**src/rtl/businterface_split_if.sv**
```systemverilog
// businterface_split shared encodings and bus-side bundle.
// master = bridge driving the bus, slave = bus target.
package businterface_split_pkg;
  localparam logic [1:0] CW_BYTE = 2'b00;
  localparam logic [1:0] CW_WORD = 2'b01;
  localparam logic [1:0] CW_LONG = 2'b10;
endpackage

interface businterface_split_if #(
  parameter int DATA_WIDTH = 32
);
  localparam int LANES = DATA_WIDTH / 8;
  localparam int LB    = $clog2(LANES);

  logic [31-LB:0]        address;
  logic [DATA_WIDTH-1:0] data_out;
  logic [DATA_WIDTH-1:0] data_in;
  logic [LANES-1:0]      data_strobes;
  logic                  read;
  logic                  write;
  logic                  ack;

  modport master (
    output address, data_out, data_strobes,
    output read, write,
    input  data_in, ack
  );

  modport slave (
    input  address, data_out, data_strobes,
    input  read, write,
    output data_in, ack
  );
endinterface

```
**src/rtl/businterface_split.sv**
```systemverilog
// businterface_split: CPU-to-bus bridge, big-endian byte-lane steering.
// Macro BUSINTERFACE_MISALIGNED_SPLIT_EN enables two-beat misaligned access.
module businterface_split
  import businterface_split_pkg::*;
#(
  parameter int DATA_WIDTH     = 32,
  parameter int TIMEOUT_CYCLES = 15
) (
  input  logic        clock,
  input  logic        reset,
  input  logic [31:0] cpu_address,
  input  logic [1:0]  cpu_cycle_width,
  input  logic [31:0] cpu_data_out,
  output logic [31:0] cpu_data_in,
  input  logic        cpu_read,
  input  logic        cpu_write,
  output logic        cpu_ready,
  output logic        cpu_bus_error,
  businterface_split_if.master businterface
);

  localparam int LANES = DATA_WIDTH / 8;
  localparam int LB    = $clog2(LANES);
  localparam int CNTW  = $clog2(TIMEOUT_CYCLES + 1);
  localparam int AW    = 32 - LB;

`ifdef BUSINTERFACE_MISALIGNED_SPLIT_EN
  localparam bit SPLIT_EN = 1'b1;
`else
  localparam bit SPLIT_EN = 1'b0;
`endif

  typedef enum logic [1:0] {
    S_IDLE, S_BEAT1, S_BEAT2, S_DONE
  } state_t;

  function automatic int nbytes(
    input logic [1:0] cw
  );
    int n;
    unique case (cw)
      CW_BYTE: n = 1;
      CW_WORD: n = 2;
      CW_LONG: n = 4;
      default: n = 0;
    endcase
    return n;
  endfunction

  function automatic int lane_off(
    input logic [31:0] a
  );
    return int'(a & 32'(LANES - 1));
  endfunction

  // hi selects the part of the access that spills into the next beat
  function automatic logic [LANES-1:0] beat_strb(
    input logic [31:0] a,
    input logic [1:0]  cw,
    input logic        hi
  );
    logic [LANES-1:0] s;
    int pos;
    s = '0;
    for (int k = 0; k < 4; k++) begin
      pos = lane_off(a) + k;
      if (k < nbytes(cw) && ((pos >= LANES) == hi))
        s[LANES-1-(pos % LANES)] = 1'b1;
    end
    return s;
  endfunction

  function automatic logic [DATA_WIDTH-1:0] beat_wdata(
    input logic [31:0] a,
    input logic [1:0]  cw,
    input logic [31:0] d,
    input logic        hi
  );
    logic [DATA_WIDTH-1:0] w;
    int pos;
    int n;
    w = '0;
    n = nbytes(cw);
    for (int k = 0; k < 4; k++) begin
      pos = lane_off(a) + k;
      if (k < n && ((pos >= LANES) == hi))
        w[DATA_WIDTH-1-8*(pos % LANES) -: 8] = d[8*(n-1-k) +: 8];
    end
    return w;
  endfunction

  function automatic logic [31:0] beat_rdata(
    input logic [31:0]           a,
    input logic [1:0]            cw,
    input logic [DATA_WIDTH-1:0] bus,
    input logic                  hi
  );
    logic [31:0] r;
    int pos;
    int n;
    r = '0;
    n = nbytes(cw);
    for (int k = 0; k < 4; k++) begin
      pos = lane_off(a) + k;
      if (k < n && ((pos >= LANES) == hi))
        r[8*(n-1-k) +: 8] = bus[DATA_WIDTH-1-8*(pos % LANES) -: 8];
    end
    return r;
  endfunction

  function automatic logic need_split(
    input logic [31:0] a,
    input logic [1:0]  cw
  );
    return (lane_off(a) + nbytes(cw)) > LANES;
  endfunction

  function automatic logic misaligned(
    input logic [31:0] a,
    input logic [1:0]  cw
  );
    return ((cw == CW_WORD) && a[0]) ||
           ((cw == CW_LONG) && (a[1:0] != 2'b00));
  endfunction

  state_t state_q, state_d;
  logic [CNTW-1:0] cnt_q, cnt_d;
  logic [31:0] addr_q, wdata_q, acc_q, acc_d;
  logic [1:0]  cw_q;
  logic        wr_q;

  logic req, start_err, split_q, expire, beat_q;
  logic idle, hi, to_beat, src_wr;
  logic [31:0] src_addr, src_data, merged, din_d;
  logic [1:0]  src_cw;
  logic read_d, write_d, ready_d, err_d;
  logic [AW-1:0] addr_d;
  logic [LANES-1:0] strb_d;
  logic [DATA_WIDTH-1:0] dout_d;

  assign req       = cpu_read | cpu_write;
  assign start_err = (cpu_read & cpu_write) |
                     (nbytes(cpu_cycle_width) == 0) |
                     (!SPLIT_EN &&
                      misaligned(cpu_address, cpu_cycle_width));
  assign split_q   = SPLIT_EN && need_split(addr_q, cw_q);
  assign expire    = cnt_q == CNTW'(TIMEOUT_CYCLES - 1);
  assign beat_q    = (state_q == S_BEAT1) || (state_q == S_BEAT2);

  // state register
  always_ff @(posedge clock) begin
    if (reset) state_q <= S_IDLE;
    else       state_q <= state_d;
  end

  // next state: ack wins over a timeout expiring on the same edge
  always_comb begin
    state_d = state_q;
    unique case (state_q)
      S_IDLE:
        if (req) state_d = start_err ? S_DONE : S_BEAT1;
      S_BEAT1:
        if (businterface.ack)
          state_d = split_q ? S_BEAT2 : S_DONE;
        else if (expire)
          state_d = S_DONE;
      S_BEAT2:
        if (businterface.ack || expire) state_d = S_DONE;
      S_DONE:
        state_d = S_IDLE;
      default:
        state_d = S_IDLE;
    endcase
  end

  // next values of the registered outputs and datapath
  always_comb begin
    idle     = state_q == S_IDLE;
    src_addr = idle ? cpu_address     : addr_q;
    src_cw   = idle ? cpu_cycle_width : cw_q;
    src_data = idle ? cpu_data_out    : wdata_q;
    src_wr   = idle ? cpu_write       : wr_q;
    hi       = state_d == S_BEAT2;
    to_beat  = (state_d == S_BEAT1) || hi;
    read_d   = to_beat & ~src_wr;
    write_d  = to_beat & src_wr;
    addr_d   = '0;
    strb_d   = '0;
    dout_d   = '0;
    if (to_beat) begin
      addr_d = src_addr[31:LB] + AW'(hi);
      strb_d = beat_strb(src_addr, src_cw, hi);
      if (src_wr)
        dout_d = beat_wdata(src_addr, src_cw, src_data, hi);
    end
    merged = acc_q | beat_rdata(addr_q, cw_q,
                                businterface.data_in,
                                state_q == S_BEAT2);
    ready_d = state_d == S_DONE;
    err_d   = ready_d && (idle || !businterface.ack);
    din_d   = cpu_data_in;
    if (ready_d)
      din_d = (beat_q && businterface.ack && !wr_q) ?
              merged : 32'h0;
    acc_d = acc_q;
    if (idle)
      acc_d = '0;
    else if (beat_q && businterface.ack)
      acc_d = merged;
    cnt_d = (beat_q && state_d == state_q) ?
            cnt_q + CNTW'(1) : '0;
  end

  // request latch, beat counter and output registers
  always_ff @(posedge clock) begin
    if (reset) begin
      cnt_q                     <= '0;
      addr_q                    <= '0;
      wdata_q                   <= '0;
      cw_q                      <= '0;
      wr_q                      <= 1'b0;
      acc_q                     <= '0;
      cpu_data_in               <= '0;
      cpu_ready                 <= 1'b0;
      cpu_bus_error             <= 1'b0;
      businterface.read         <= 1'b0;
      businterface.write        <= 1'b0;
      businterface.address      <= '0;
      businterface.data_out     <= '0;
      businterface.data_strobes <= '0;
    end else begin
      if (idle && req) begin
        addr_q  <= cpu_address;
        wdata_q <= cpu_data_out;
        cw_q    <= cpu_cycle_width;
        wr_q    <= cpu_write;
      end
      cnt_q                     <= cnt_d;
      acc_q                     <= acc_d;
      cpu_data_in               <= din_d;
      cpu_ready                 <= ready_d;
      cpu_bus_error             <= err_d;
      businterface.read         <= read_d;
      businterface.write        <= write_d;
      businterface.address      <= addr_d;
      businterface.data_out     <= dout_d;
      businterface.data_strobes <= strb_d;
    end
  end

endmodule

```
**src/flat_wrapper.sv**
```systemverilog
// flat-port wrapper written by rule: the top's interface ports become plain ports
module businterface_split_flat import businterface_split_pkg::*;
#(
  parameter int DATA_WIDTH     = 32,
  parameter int TIMEOUT_CYCLES = 15
)
  (clock, reset, cpu_address, cpu_cycle_width, cpu_data_out, cpu_data_in, cpu_read, cpu_write, cpu_ready, cpu_bus_error, businterface_address, businterface_data_out, businterface_data_strobes, businterface_read, businterface_write, businterface_data_in, businterface_ack);
  businterface_split_if #(.DATA_WIDTH(DATA_WIDTH)) businterface_i ();
  input  logic clock;
  input  logic reset;
  input  logic [31:0] cpu_address;
  input  logic [1:0] cpu_cycle_width;
  input  logic [31:0] cpu_data_out;
  output logic [31:0] cpu_data_in;
  input  logic cpu_read;
  input  logic cpu_write;
  output logic cpu_ready;
  output logic cpu_bus_error;
  output wire logic [$bits(businterface_i.address)-1:0] businterface_address;
  output wire logic [$bits(businterface_i.data_out)-1:0] businterface_data_out;
  output wire logic [$bits(businterface_i.data_strobes)-1:0] businterface_data_strobes;
  output wire logic [$bits(businterface_i.read)-1:0] businterface_read;
  output wire logic [$bits(businterface_i.write)-1:0] businterface_write;
  input wire logic [$bits(businterface_i.data_in)-1:0] businterface_data_in;
  input wire logic [$bits(businterface_i.ack)-1:0] businterface_ack;
  assign businterface_address = businterface_i.address;
  assign businterface_data_out = businterface_i.data_out;
  assign businterface_data_strobes = businterface_i.data_strobes;
  assign businterface_read = businterface_i.read;
  assign businterface_write = businterface_i.write;
  assign businterface_i.data_in = businterface_data_in;
  assign businterface_i.ack = businterface_ack;
  businterface_split #(.DATA_WIDTH(DATA_WIDTH), .TIMEOUT_CYCLES(TIMEOUT_CYCLES)) u_core (.clock(clock), .reset(reset), .cpu_address(cpu_address), .cpu_cycle_width(cpu_cycle_width), .cpu_data_out(cpu_data_out), .cpu_data_in(cpu_data_in), .cpu_read(cpu_read), .cpu_write(cpu_write), .cpu_ready(cpu_ready), .cpu_bus_error(cpu_bus_error), .businterface(businterface_i));
endmodule
```
**config.mk**
```make
export PLATFORM = sky130hd
export DESIGN_NAME = businterface_split_flat
export DESIGN_NICKNAME = d
export VERILOG_FILES = /design/src/rtl/businterface_split_if.sv /design/src/rtl/businterface_split.sv /design/src/flat_wrapper.sv
export SDC_FILE = /design/constraint.sdc
export NUM_CORES = 1
export LEC_CHECK = 0
export ABC_CLOCK_PERIOD_IN_PS = 4000
export CORE_ASPECT_RATIO = 1.75
export CORE_MARGIN = 1.5
export CORE_UTILIZATION = 40
export CTS_CLUSTER_DIAMETER = 80
export DETAILED_ROUTE_END_ITERATION = 12
export PLACE_DENSITY = 0.71
export SYNTH_ARGS = -nofsm -noshare
export SYNTH_HDL_FRONTEND = slang
export SYNTH_SLANG_ARGS = --single-unit
export TNS_END_PERCENT = 10
```
**constraint.sdc**
```tcl
create_clock -name clock -period 4 [get_ports clock]
set_clock_uncertainty 0.1 [all_clocks]
set_input_delay 0.8 -clock clock [delete_from_list [all_inputs] [get_ports clock]]
set_output_delay 0.8 -clock clock [all_outputs]
set_load 0.01 [all_outputs]
```
Word-level counts from Yosys, hierarchy flattened
Index checks and enable logic that the tools add are counted.
{"block": "classes", "addsub": 36, "n_lt_le_gt_ge": 28, "eq_ne": 22, "shift": 24, "mux": 52, "n_bitwise": 21, "n_reduce_logical": 46}
{"cell": "$mux W32", "count": 20}
{"cell": "$neg A32 Y33", "count": 8}
{"cell": "$bwmux W32", "count": 6}
{"cell": "$ge A32 B4 Y1 const B", "count": 6}
{"cell": "$shift A8 B33 Y39 const A", "count": 4}
{"cell": "$shiftx A39 B32 Y8", "count": 4}
{"cell": "$shiftx A8 B33 Y39", "count": 4}
{"cell": "$shift A8 B33 Y32 const A", "count": 4}
{"cell": "$shiftx A8 B33 Y32", "count": 4}
{"cell": "$ge A32 B1 Y1 const B", "count": 4}
{"cell": "$lt A3 B32 Y1 const A", "count": 4}
{"cell": "$lt A32 B4 Y1 const B", "count": 4}
{"cell": "$shiftx A32 B32 Y8", "count": 4}
{"cell": "$sub A29 B3 Y29 const B", "count": 4}
{"cell": "$sub A29 B2 Y29 const B", "count": 3}
{"cell": "$and A32 B32 Y32", "count": 2}
{"cell": "$lt A1 B32 Y1 const A", "count": 2}
{"cell": "$lt A2 B32 Y1 const A", "count": 2}
{"cell": "$sub A6 B6 Y7 const A", "count": 6}
{"cell": "$logic_not A32 Y1", "count": 1}
{"cell": "$or A32 B32 Y32", "count": 1}
{"cell": "$add A30 B1 Y30", "count": 1}
{"cell": "$mux W4", "count": 7}
{"cell": "$pmux W3 S3", "count": 3}
{"cell": "other kinds (31)", "count": 121}
{"block": "totals", "regBits": 207, "out_inout_bits": 102, "wordCells": 244}

Depth between registers and ports, before layout
Gate-level depths: netlist of run 1.
{"block": "depth", "depth_word": 28, "depth_mapped": 19}

Worst setup path before layout of run 1
Ideal clock, no wire load.
{"block": "synth_path", "kind": "register -> register", "startpoint": "register u_core.state_q[0]", "endpoint": "register u_core.businterface.data_out[13]", "setup_ns": 0.136, "arrival_ns": 3.932, "path_slack_ns": -0.169, "stages_incl_launch_ff": 19, "synth_period_minus_slack_ns": 4.169, "path_cell_list": "dfxtp_1 -> inv_1 -> ha_1 -> buf_4 -> buf_2 -> buf_2 -> buf_2 -> buf_2 -> nor2_1 -> a21o_1 -> inv_1 -> ha_1 -> buf_2 -> buf_2 -> buf_1 -> mux4_2 -> mux2i_1 -> a2bb2oi_1 -> o221ai_1"}
{"block": "synth_between", "elab_chain_len": 23}
{"element": "start, declared", "line_no": "businterface_split.sv:126", "source": "state_t state_q, state_d;"}
{"element": "start signal, assigned", "line_no": "businterface_split.sv:153", "source": "else state_q <= state_d;"}
{"element": "branches (longest 23 deep; another with $sub A29 B2 Y29)"}
{"element": "end signal, assigned", "line_no": "businterface_split.sv:246", "source": "businterface.data_out <= dout_d;"}
{"element": "end, declared", "line_no": "businterface_split_if.sv:24", "source": "output address, data_out, data_strobes,"}
Parallel ways; which one is timed is not known. The select of a mux whose other input is x is not followed.
A chain may end at the register's enable or synchronous reset.

Worst setup path after layout of run 1
{"block": "layout_path", "startpoint": "register u_core.state_q[1]", "endpoint": "register u_core.businterface.data_out[23]"}
Same word-level chain as after synthesis.

==> metrics, run 1 <==
worst hold-check path type=reg2reg; post-CTS setup buffer count=0; Syn. warnings=0; unrepaired setup endpoints after global routing=false; r2r startpoint=u_core.state_q[1]; FF+latch count, synth=207; drt total wl=45,000 µm; CTS tree=yes; Tot GR Track Use=0.265; top-area cell type share of the netlist area=0.324; final worst path period share=0.914; final weighted congestion in routability-driven placement=0.970; hold_sp=u_core.cpu_data_in[27]; main flop type after synthesis=dfxtp_1; mean area per synthesized cell=9.13 µm²; EDFF count, synth=0; relative slew slack=0.0661; fin crit period=3.66 ns; Final Cell Area=0.0166 mm²; total power=8.80 mW; DR pass1 iterations=5; max-slew violations=0; GRT Residual Overflow=0; Post-CTS Hold Buffers=0; TritonCTS sink count=207; initial antenna violation count=3; Least-Margin Pin Slew=1.39 ns; crit path DAT=3.94 ns; pwr/cell area=530 mW/mm²; Die Height=240 µm; htree depth=1; CP Capture Type=flip-flop; Bufs and invs on worst path=5; clock tree root buffer cell=clkbuf_16; final-report setup violation count=0; full die area=0.0331 mm²; largest area contributor in the netlist=dfxtp_1; DR vias/cell=6.16; DR iter-0 viols=738; via count=12,600; FP Rows=86; via count of the first global-routing pass=12,700; Layout area overhead=29.8%; die width=138 µm; dpl hpwl=34,300 µm; CP startpoint=u_core.state_q[1]; CORE AREA=0.0315 mm²; fraction of registers with async set or reset after synthesis=0; Critical-path top delay cell=mux2i_1; Max-Cap Viols=0; status=finished clean; PortBufs=204; per-cell routed wire length=22.1 µm; share of layout cells above drive strength 1=0.152; VDD IR max=0.000454 V; cells along the critical path=inv_1, ha_4, clkinv_1, buf_4, a21boi_0, buf_4, ha_4, buf_12, mux4_2, mux2i_1, o32ai_1, nand2_1, o221ai_1; largest net degree at the start of global routing=70; ranking of synthesized cells by area=dfxtp_1 32%, mux4_2 14%, nand2_1 5.8%; Synth Cell Area=0.0128 mm²; Post-DP Area=0.0158 mm²; post-cts resize count=0; num ports=205; startpoint types=flip-flop; GR Util met1=0.265; routing usage on met2=0.502; met3 usage=0.0446; Final Hold Vio Count=0; clk slew on worst S/H paths=0.06 ns; Seq/Total Area, Yosys=0.324; first-pass GRT wire length=69,800 µm; Distinct cells, synth=75; slowest stage delay, CP=0.44 ns; # fillers=2,950; drt drc=0; Post-Synthesis Net Count=1,533; Max FO, Critical Path=31; post-route ant nets=0; CP top delay family=buffers and inverters; fmax=274 MHz; Num CTS Buffers=22; Worst-Skew Late Latency=0.54 ns; Net count, final=1,757; Setup CP Type=reg2reg; P_leak=6.15 nW; initial core utilization=0.406; Synth Instances=1,401; Crit path required time=4.28 ns; global route hottest layer=met2; Longest Clk Path Bufs=3
[metrics by stage]
step	util	instances	worst slack, ns	TNS (ns)	hold slack (ns)
detailed placement	0.500	1997	-0.108	-0.363	0.343
floorplan	-	1401	0.00530	0	0.332
global placement	0.500	1997	-0.101	-0.122	0.336
CTS	0.526	2037	0.350	0	0.357
global route	0.527	2039	0.0854	0	0.367
finish	0.527	2039	0.345	0	0.351
[power breakdown]
part / switching [mW] / total, mW / internal [mW]
logic: 2.24 / 3.97 / 1.73
registers: 0.145 / 2.43 / 2.29
clock network: 0.910 / 2.40 / 1.49
total: 3.30 / 8.80 / 5.51
[cells by family after synthesis]
group / Yosys count / share of synthesized area
xor gates and xnor gates: 21 / 0.0144
AOI/OAI and AO/OA: 363 / 0.194
adders and majority gates: 29 / 0.0284
and+or+nand+nor: 492 / 0.194
buffers and inverters: 129 / 0.0413
DFF: 207 / 0.324
muxes: 160 / 0.205
[layer usage]
layer,wire length (µm),vias up
met5,18,-
met4,2840,2
met3,2400,178
met2,24100,519
met1,15600,6055
li1,-,5812
[registers in the layout, indices dropped and copies added, names as in the netlist, 4 cells and up]
name	cells
u_core.acc_q	32
u_core.addr_q	32
u_core.businterface.address	30
u_core.businterface.data_out	32
u_core.businterface.data_strobes	4
u_core.cnt_q	4
u_core.cpu_data_in	32
u_core.wdata_q	32
[cell usage in the layout, fill, tap and decap left out, types with 12 or more instances in the layout]
cell,count
o21ai_0,54
a21oi_1,123
dfxtp_1,206
clkbuf_16,23
a2bb2oi_1,20
o32ai_1,16
inv_1,21
and3_1,14
nand3_1,50
a31oi_1,13
nor2b_1,12
ha_1,27
nor3_1,22
mux4_2,80
o221ai_1,33
buf_4,96
xnor2_1,12
nand2b_1,26
nand4_1,41
clkdlybuf4s50_1,203
nand2_1,198
nor2_1,54
mux2i_1,70
[worst reg2reg max path: cells and delay by family, from the launching register on]
family / cells / cell delay [ns]
compound gates: 3 / 0.49
buf+inv: 5 / 1.05
simple gates: 1 / 0.10
fa+ha+maj: 2 / 0.59
flops: 1 / 0.37
mux: 2 / 0.78
[cell type report]
class | count | area, µm² | area share
clock inverter | 12 | 220 | 0.0133
antenna | 2 | 5.00 | 0.000301
timing repair buffer | 305 | 2860 | 0.172
clock buffer | 28 | 624 | 0.0376
tap | 396 | 495 | 0.0298
multi-input combinational | 1065 | 8160 | 0.492
inverter | 24 | 90.1 | 0.00543
sequential | 207 | 4150 | 0.250
[path summary, 6_finish.rpt]
kind | to | slack (ns) | depth (start not counted)
worst max-delay path | u_core.businterface.data_out[23] | 0.34 | 13
worst min-delay path | u_core.cpu_data_in[27] | 0.35 | 2
worst max register to register | u_core.businterface.data_out[23] | 0.34 | 13
worst min register to register | u_core.cpu_data_in[27] | 0.35 | 2
[cell usage after synthesis, types with 12 or more instances]
master       n
mux2i_1     70
inv_1       21
dfxtp_1    207
o21ai_0     55
o32ai_1     16
nand4_1     41
nand2b_1    26
and3_1      14
nor3_1      22
buf_2       23
a2bb2oi_1   20
a21oi_1    123
nor2b_1     12
mux4_2      80
a31oi_1     13
ha_1        29
nor2_1      54
buf_1       20
nand3_1     50
clkbuf_1    59
xnor2_1     12
o221ai_1    33
nand2_1    198
Note: power is estimated with default switching activity, not from simulation.
==> inputs of run 2 (changes only) <==
--- a/config.mk
+++ b/config.mk
@@ -12,6 +12,7 @@
 export CTS_CLUSTER_DIAMETER = 80
 export DETAILED_ROUTE_END_ITERATION = 12
 export PLACE_DENSITY = 0.71
+export RECOVER_POWER = 25
 export SYNTH_ARGS = -nofsm -noshare
 export SYNTH_HDL_FRONTEND = slang
 export SYNTH_SLANG_ARGS = --single-unit
==> run 2 against run 1 <==
Net effect: the run now ends with max-capacitance violations, max-slew violations left; sequential power about the same; sequential share of layout area is essentially flat; via count about the same; setup slack got worse by 0.012 ns; global-route usage did not move; power decreased by 0.29%; combinational power about the same; critical endpoint is now u_core.businterface.data_out[29]; largest power group unchanged; highest routed layer unchanged.
==> metrics, run 2 (same netlist as run 1, synthesis figures left out) <==
drt total wl=45,000 µm; R2R depth=11; violations in the final reports=max-capacitance violations, max-slew violations; Int Pwr=5.49 mW; relative slew slack=-0.361; dpl hpwl=34,300 µm; Least-Margin Pin Slew=2.02 ns; reg2reg setup slack=0.33 ns; via count of the first global-routing pass=12,700; total power=8.78 mW; VDD IR max=0.000455 V; slowest stage delay, CP=0.52 ns; Layout area overhead=29.7%; fin crit period=3.67 ns; full die area=0.0331 mm²; largest net degree at the start of global routing=70; fmax=273 MHz; num ports=205; crit path DAT=3.94 ns; GRT Residual Overflow=0; initial core utilization=0.406; TritonCTS sink count=207; post-cts resize count=0; switch share=0.375; DR pass1 iterations=6; CTS tree=yes; post-route ant nets=0; Post-DP Area=0.0158 mm²; pwr/cell area=529 mW/mm²; r2r startpoint=u_core.state_q[1]; Flop pwr share=0.277; final weighted congestion in routability-driven placement=0.970; htree depth=1; Post-CTS Hold Buffers=0; status=complete, but fails checks; Final Cell Area=0.0166 mm²; drt drc=0; P_leak=6.21 nW; worst hold-check path type=reg2reg; cells along the critical path=inv_1, ha_4, clkinv_1, buf_4, a21boi_0, buf_4, ha_4, buf_12, mux4_2, mux2i_1, o221ai_1; clock tree root buffer cell=clkbuf_16; most frequent cells in the layout=206 x dfxtp_1, 198 x nand2_1, 179 x clkdlybuf4s50_1, 123 x a21oi_1, 95 x buf_4; PortBufs=204; clk slew on worst S/H paths=0.07 ns; Num CTS Buffers=22; Net count, final=1,757; post-CTS setup buffer count=0; final-report setup violation count=0; via count=12,600; Tot GR Track Use=0.265; Worst-Skew Late Latency=0.54 ns; unrepaired setup endpoints after global routing=false; R2R Path End=u_core.businterface.data_out[29]; FP Rows=86; initial antenna violation count=3; DR iter-0 viols=684; startpoint types=flip-flop; Net Sw Power=3.29 mW; logic gate share of total power=0.450; Crit path required time=4.27 ns; total negative slack=0 ns; Max-Cap Viols=2; per-cell routed wire length=22.1 µm; CORE AREA=0.0315 mm²; Final Hold Vio Count=0; share of layout cells above drive strength 1=0.151; Clk pwr share=0.273; first-pass GRT wire length=69,800 µm; max-slew violations=14; Die Height=240 µm; Max FO, Critical Path=31; final worst path period share=0.917; Setup CP Type=reg2reg; CP startpoint=u_core.state_q[1]; DR vias/cell=6.16; most common cell after layout, fill and taps aside=dfxtp_1; Longest Clk Path Bufs=3; Critical-path top delay cell=mux4_2; Worst Setup EP=u_core.businterface.data_out[29]; die width=138 µm; CP Capture Type=flip-flop
[run 2: final cells by class]
class / instances / area (µm²)
well taps: 396 / 495
inverters: 24 / 90.1
repair buffers: 305 / 2850
clock inverters: 12 / 220
flip-flops and latches: 207 / 4150
multi-input cells: 1065 / 8150
diodes: 2 / 5.00
clock buffers: 28 / 624
fillers: 2951 / 14900
[run 2: power by group through the flow]
stage	combinational (mW)	sequential [mW]	clock (mW)
after floorplan	2.45	2.49	0
after global placement	3.87	2.46	0
after detailed placement	3.94	2.47	0
after CTS	3.95	2.43	2.45
after global routing	4.23	2.45	2.52
final	3.95	2.43	2.40
[run 2: per-layer routing]
metal | vias up | wire [µm] | global-route usage
met1 | 6077 | 15500 | 0.265
met5 | - | 18 | 0
met2 | 496 | 24100 | 0.502
li1 | 5812 | - | -
met3 | 174 | 2510 | 0.0446
met4 | 2 | 2830 | 0.173
[run 2: stage by stage]
stage / std cells / util / setup slack, ns / hold slack (ns)
after floorplan: 1401 / - / 0.00530 / 0.332
after global placement: 1997 / 0.500 / -0.101 / 0.336
after detailed placement: 1997 / 0.500 / -0.108 / 0.343
after CTS: 2037 / 0.526 / 0.350 / 0.357
after global routing: 2039 / 0.526 / 0.110 / 0.367
final: 2039 / 0.526 / 0.333 / 0.352
[run 2: how the worst min path moves through the flow]
| stage | from | endpoint | cells after the start |
|---|---|---|---|
| 3_5_place_dp | u_core.cpu_data_in[31] | u_core.cpu_data_in[31] | 2 |
| 6_report | u_core.cpu_data_in[27] | u_core.cpu_data_in[27] | 2 |
| 5_1_grt | u_core.cpu_data_in[27] | u_core.cpu_data_in[27] | 2 |
| 2_1_floorplan | u_core.addr_q[27] | u_core.addr_q[27] | 2 |
| 3_3_place_gp | u_core.cpu_data_in[31] | u_core.cpu_data_in[31] | 2 |
| 4_1_cts | u_core.cpu_data_in[27] | u_core.cpu_data_in[27] | 2 |
[run 2: critical path, delay by kind of cell (launching register included)]
kind	cells	cell delay, ns
multiplexers	2	0.98
buffers and inverters	5	1.02
adder cells (fa/ha/maj)	2	0.58
AO/OA/AOI/OAI	2	0.43
flip-flops	1	0.36
